<file path="src/rtl/buzzer_sequencer.sv">
// buzzer_sequencer
//   Plays a 16-entry note table on the Buzzer peripheral. Each entry holds a
//   note code (0 = rest) and a duration in ms. For every entry with a nonzero
//   duration the block writes FREQ, then TIME. It then waits for the Buzzer's
//   TIME countdown to reach zero. After each entry it inserts a silent gap of
//   gapMs milliseconds. When the table has been played it either loops back to
//   entry 0 or turns the tone off and pulses done. While busy, this block owns
//   the Buzzer's register-write port.
//
// Ports
//   clk, rstn          system clock, asynchronous active-low reset
//   tblWe/Addr/Data    note-table write port ([15:12] note, [11:0] ms)
//   start, stop        single-cycle start / abort pulses
//   loopEn             replay from entry 0 after the last entry
//   seqLen             entries to play (0..16; larger values clamp to 16)
//   gapMs              silent gap after each entry, in ms
//   bzTime             Buzzer TIME readback
//   bzAddrIn/Size/Data Buzzer write port (bzSize = 4'hF marks a write)
//   bzAddrOut          Buzzer read address, tied to TIME (1)
//   busy, curIdx, done status; done pulses only on normal completion
module buzzer_sequencer #(
  parameter int CLK_FRE   = 50000000,
  parameter int MS_CYCLES = CLK_FRE / 1000
) (
  input  logic        clk,
  input  logic        rstn,
  input  logic        tblWe,
  input  logic [3:0]  tblAddr,
  input  logic [15:0] tblData,
  input  logic        start,
  input  logic        stop,
  input  logic        loopEn,
  input  logic [4:0]  seqLen,
  input  logic [7:0]  gapMs,
  input  logic [31:0] bzTime,
  output logic [7:0]  bzAddrIn,
  output logic [3:0]  bzSize,
  output logic [31:0] bzData,
  output logic [7:0]  bzAddrOut,
  output logic        busy,
  output logic [3:0]  curIdx,
  output logic        done
);

  // Wide enough for 255 * MS_CYCLES, so the loaded gap count never wraps.
  localparam int GW = 8 + $clog2(MS_CYCLES);
  localparam logic [GW-1:0] MS_W = GW'(MS_CYCLES);

  localparam logic [3:0] S_IDLE   = 4'd0;
  localparam logic [3:0] S_FETCH  = 4'd1;
  localparam logic [3:0] S_WFREQ  = 4'd2;
  localparam logic [3:0] S_WTIME  = 4'd3;
  localparam logic [3:0] S_SETTLE = 4'd4;
  localparam logic [3:0] S_WAIT   = 4'd5;
  localparam logic [3:0] S_GAP    = 4'd6;
  localparam logic [3:0] S_ADV    = 4'd7;
  localparam logic [3:0] S_FIN    = 4'd8;
  localparam logic [3:0] S_ABORT0 = 4'd9;
  localparam logic [3:0] S_ABORT1 = 4'd10;

  logic [3:0]    state_q, state_d;
  logic [3:0]    idx_q, idx_d;
  logic [3:0]    note_q, note_d;
  logic [11:0]   dur_q, dur_d;
  logic          settle_q, settle_d;
  logic [GW-1:0] gap_q, gap_d;
  logic          zdone_q, zdone_d;

  // Note table. It is not reset, and it accepts writes in every state.
  logic [15:0] tbl_q [16];

  always_ff @(posedge clk) begin
    if (tblWe) tbl_q[tblAddr] <= tblData;
  end

  logic [15:0]   entry;
  logic [4:0]    len_eff;
  logic [4:0]    idx_nxt;
  logic [GW-1:0] gap_load;
  logic          stop_hit;

  assign entry    = tbl_q[idx_q];
  assign len_eff  = (seqLen > 5'd16) ? 5'd16 : seqLen;
  assign idx_nxt  = {1'b0, idx_q} + 5'd1;
  assign gap_load = GW'(gapMs) * MS_W;

  // An abort applies in any active state. It also applies in the same cycle
  // as an accepted start. It is not re-armed while an abort is already
  // running, so the two clean-up writes are always issued exactly once.
  assign stop_hit = stop &&
                    (((state_q != S_IDLE) && (state_q != S_ABORT0) &&
                      (state_q != S_ABORT1)) ||
                     ((state_q == S_IDLE) && start && (seqLen != 5'd0)));

  always_comb begin
    state_d  = state_q;
    idx_d    = idx_q;
    note_d   = note_q;
    dur_d    = dur_q;
    settle_d = settle_q;
    gap_d    = gap_q;
    zdone_d  = 1'b0;
    case (state_q)
      S_IDLE: begin
        if (start) begin
          if (seqLen == 5'd0) begin
            zdone_d = 1'b1;
          end else begin
            idx_d   = 4'd0;
            state_d = S_FETCH;
          end
        end
      end
      S_FETCH: begin
        note_d = entry[15:12];
        dur_d  = entry[11:0];
        if (entry[11:0] == 12'd0) begin
          // A zero-length entry issues no bus writes. It only produces the gap.
          gap_d   = gap_load;
          state_d = S_GAP;
        end else begin
          state_d = S_WFREQ;
        end
      end
      S_WFREQ: state_d = S_WTIME;
      S_WTIME: begin
        settle_d = 1'b1;
        state_d  = S_SETTLE;
      end
      // Two cycles: the Buzzer updates TIME, then its readback register follows.
      S_SETTLE: begin
        if (settle_q) settle_d = 1'b0;
        else          state_d  = S_WAIT;
      end
      S_WAIT: begin
        if (bzTime == 32'd0) begin
          gap_d   = gap_load;
          state_d = S_GAP;
        end
      end
      S_GAP: begin
        if (gap_q == '0) state_d = S_ADV;
        else             gap_d   = gap_q - 1'b1;
      end
      S_ADV: begin
        if (idx_nxt < len_eff) begin
          idx_d   = idx_q + 4'd1;
          state_d = S_FETCH;
        end else if (loopEn) begin
          idx_d   = 4'd0;
          state_d = S_FETCH;
        end else begin
          state_d = S_FIN;
        end
      end
      S_FIN:    state_d = S_IDLE;
      S_ABORT0: state_d = S_ABORT1;
      S_ABORT1: state_d = S_IDLE;
      default:  state_d = S_IDLE;
    endcase
    if (stop_hit) state_d = S_ABORT0;
  end

  always_ff @(posedge clk or negedge rstn) begin
    if (!rstn) begin
      state_q  <= S_IDLE;
      idx_q    <= 4'd0;
      note_q   <= 4'd0;
      dur_q    <= 12'd0;
      settle_q <= 1'b0;
      gap_q    <= '0;
      zdone_q  <= 1'b0;
    end else begin
      state_q  <= state_d;
      idx_q    <= idx_d;
      note_q   <= note_d;
      dur_q    <= dur_d;
      settle_q <= settle_d;
      gap_q    <= gap_d;
      zdone_q  <= zdone_d;
    end
  end

  // The bus is decoded from the registered state. As a result, reset drives
  // it to zero immediately.
  always_comb begin
    bzSize   = 4'h0;
    bzAddrIn = 8'd0;
    bzData   = 32'd0;
    case (state_q)
      S_WFREQ: begin
        bzSize = 4'hF;
        bzData = {28'b0, note_q};
      end
      S_WTIME: begin
        bzSize   = 4'hF;
        bzAddrIn = 8'd1;
        bzData   = {20'b0, dur_q};
      end
      S_FIN, S_ABORT1: bzSize = 4'hF;
      S_ABORT0: begin
        bzSize   = 4'hF;
        bzAddrIn = 8'd1;
      end
      default: ;
    endcase
  end

  assign bzAddrOut = 8'd1;
  assign busy      = (state_q != S_IDLE);
  assign curIdx    = idx_q;
  assign done      = (state_q == S_FIN) || zdone_q;

endmodule

</file>
<file path="config.mk">
export PLATFORM = sky130hd
export DESIGN_NAME = buzzer_sequencer
export DESIGN_NICKNAME = d
export VERILOG_FILES = /design/src/rtl/buzzer_sequencer.sv
export SDC_FILE = /design/constraint.sdc
export NUM_CORES = 1
export LEC_CHECK = 0
export CAP_MARGIN = 20
export CORE_MARGIN = 1.5
export CORE_UTILIZATION = 25
export DETAILED_ROUTE_END_ITERATION = 16
export GPL_TIMING_DRIVEN = 0
export PLACE_DENSITY = 0.52
export SYNTH_ARGS = -nofsm -noshare
export SYNTH_HDL_FRONTEND = slang
export SYNTH_SLANG_ARGS = --single-unit
</file>
<file path="constraint.sdc">
create_clock -name clk -period 5.9 [get_ports clk]
set_input_delay 0.885 -clock clk [delete_from_list [all_inputs] [get_ports clk]]
set_output_delay 0.885 -clock clk [all_outputs]
set_load 0.02 [all_outputs]
</file>
==> flow_summary.toml <==
[yosys]
netlist_area_um2 = 14500
async_flop_share_pct = 16.3
ys_ff_latch = 306
yosysSeqAreaShare_pct = 61.6
synth_edf_count = 256
synthCells = 956
yosysWarnings = 0
syn_area_per_cell_um2 = 15.2
synth_cell_types = 60
ys.flop_type = "edfxtp_1"

[routing]
wl_um = 37600
drt_first_pass_iters = 5
drc_errors = 0
drt-initial-drc-count = 599
routed_via_density = 4.63
drtAntennaViolNets = 0
routedWlPerCell_um = 19.5
dr_total_vias = 8893

[final_layout]
mostFrequentLayoutCells = "edfxtp_1, clkdlybuf4s50_1, mux4_2, ha_1, dfrtp_1"
drive_above_1_share_pct = 18.8
nFillCells = 5631
nNetsFinal = 1275
syn_to_final_growth_pct = 22.7
final_common_cell = "edfxtp_1"

[critical_path]
critPathMaxStageDelay_ns = 0.63
cpMostUsedCell = "ha_1"
crit_fanout = 5
cp-start-kind = "input pin"
worstSetupPathType = "input pin to flop"
cp_slowest_cell = "clkdlybuf4s50_1"
endpoint_kind = "flop"
path_cells = "clkdlybuf4s50_1 > inv_1 > ha_1 > inv_1 > ha_1 > fa_1 > ha_1 > ha_1 > a21o_1 > a21oi_1 > nor4bb_1 > nor4b_1 > or4_1 > nand3_1 > a21o_1"
crit_arrival_ns = 5.32
required_ns = 6.40
crit_family = "adder cells"
path_buf_inv = 3

[power_and_ir_drop]
peakVddDrop_mv = 0.296
total_power_mw = 6.07
p_leak_nw = 6.20
p_per_area_nw_per_um2 = 341

[placed_design]
routabilityCongestion = 0.845
numPortBuffers = 93
dp_hpwl_um = 27200

[sta]
period_share_pct = 81.7
worst_pin_slew_ns = 0.905
max_freq_mhz = 208
final-setup-viol-count = 0
maxSlewHeadroom_pct = 39.4
fin_crit_ns = 4.82
tns_ns = 0
drv_slew = 0
hold_viol_final = 0
rsz0062_at_grt = "no"
fin_skew_ns = 0.0651

[global_routing]
grt_max_degree = 38
use_met3_pct = 2.06
grt_usage_pct = 12.4
antenna_found_initial = 2
grt_pass1_vias = 8984
top_usage_layer = "met2"
grt_pass1_wl_um = 56200
globalRouteMet2Util_pct = 20.2
grt_overflow = 0
gr-usage-met1_pct = 17.4

[clock_network]
clock_latency_ns = 0.62
clock_tree.root_cell = "clkbuf_16"
cts.clk_slew.worst_paths_ns = 0.06
post_cts_buffers = 0
cts_buffers = 30
cts_resized = 0
tritoncts = "done"
htreeDepth = 1
ctsLongestPathBuffers = 3
cts_sinks = 306
cts_hold_buf = 0

[floorplanning]
core_area_um2 = 57600
dieArea_um2 = 59500
die_h_um = 244
rows = 88
die-width_um = 244
initial_core_util_pct = 25.2
io_pins = 129

[hold_path]
min_path_type = "input pin to asynchronous set/reset pin"

[outcome]
outcome = "finished, final reports clean"

[flow_run]
maxCapViolCount = 0
[stage by stage]
stage / area (um2) / setup slack [ns] / hold slack (ns) / cells / util, %
4_1_cts: 17800 / 1.06 / 0.227 / 1921 / 30.9
3_3_place_gp: 16500 / 0.496 / 0.481 / 1847 / 28.7
6_report: 17800 / 1.08 / 0.238 / 1922 / 30.9
5_1_grt: 17800 / 0.813 / 0.238 / 1921 / 30.9
3_5_place_dp: 16900 / 0.493 / 0.487 / 1867 / 29.4
2_1_floorplan: 14600 / 1.62 / 0.466 / 989 / -
[cells in the mapped netlist (3+ instances only)]
cell type  number  area, um2
o21ai_0        27        135
a31oi_1         8       50.1
a211oi_1        5       37.5
buf_1           6       22.5
and2_1         11       68.8
buf_6           4       45.0
edfxtp_1      256       7690
a2bb2oi_1       7       61.3
a21oi_1        27        135
mux4_2         68       1530
nand3b_1        6       45.0
nor3b_1         4       30.0
nand3_1        18       90.1
dfrtp_1        50       1250
ha_1           58        726
inv_1          25       93.8
o31ai_1        16        120
nor3_1         27        135
clkbuf_1       21       78.8
a21o_1          4       30.0
mux2i_1         7       70.1
nor2_1         61        229
nor4b_1         3       26.3
fa_1           12        240
nand2_1        42        158
o21ai_1         7       35.0
or3_1           4       25.0
or2_2           3       18.8
xnor2_1         5       43.8
nand4_1         6       37.5
o22a_1          4       35.0
a22oi_1        28        210
nor4_1         13       81.3
nor2b_1         3       18.8
buf_4          40        300
buf_2           4       20.0
nand2b_1        9       56.3
or4_1           3       22.5
mux2_2         16        180
xor2_1          9       78.8
[routing by layer]
layer	wire length (um)	vias up	share of wire (%)
li1	-	4047	-
met1	17400	4542	46
met2	17500	255	47
met3	1990	45	5.3
met4	663	4	1.8
met5	20	-	0.053
[area by class of cell]
cell class | instances | area, um2 | share of cell area, %
sequential | 306 | 8940 | 50.2
clock buffer | 39 | 785 | 4.41
buffer | 75 | 467 | 2.62
clock inverter | 15 | 101 | 0.569
inverter | 25 | 93.8 | 0.527
timing repair buffer | 113 | 1270 | 7.14
antenna | 1 | 2.50 | 0.0141
multi-input combinational | 583 | 5190 | 29.2
tap | 765 | 957 | 5.37
[registers in the layout (all words and copies together) (netlist names)]
name / count
dur_q: 12
state_q: 4
gap_q: 24
curIdx: 4
settle_q: 1
note_q: 4
zdone_q: 1
tbl_q: 256
[cells by family after synthesis]
| kind of cell | Yosys count | share of synthesized area, % |
|---|---|---|
| compound gates | 149 | 6.77 |
| xor+xnor | 14 | 0.845 |
| flops | 306 | 61.6 |
| other cells | 2 | 0.0517 |
| simple gates | 224 | 7.98 |
| mux | 91 | 12.3 |
| buf+inv | 100 | 3.86 |
| fa+ha+maj | 70 | 6.65 |
[where the power goes]
part	switching [mW]	total [mW]	internal (mW)
logic	0.911	1.64	0.725
clock network	0.831	1.77	0.940
registers	0.133	2.66	2.53
total	1.87	6.07	4.19
[worst paths after layout]
kind / start / end / slack, ns / depth (start not counted)
hold / removal: rstn / gap_q[21] / 0.24 / 1
setup / recovery: gapMs[6] / gap_q[22] / 1.08 / 15
hold reg to reg: dur_q[9] / dur_q[9] / 0.50 / 1
setup reg to reg: curIdx[1] / gap_q[16] / 1.81 / 10
max in group asynchronous: rstn / dur_q[11] / 5.12 / 2
min in group clk: dur_q[9] / dur_q[9] / 0.50 / 1
(Power assumes the default switching activity.)
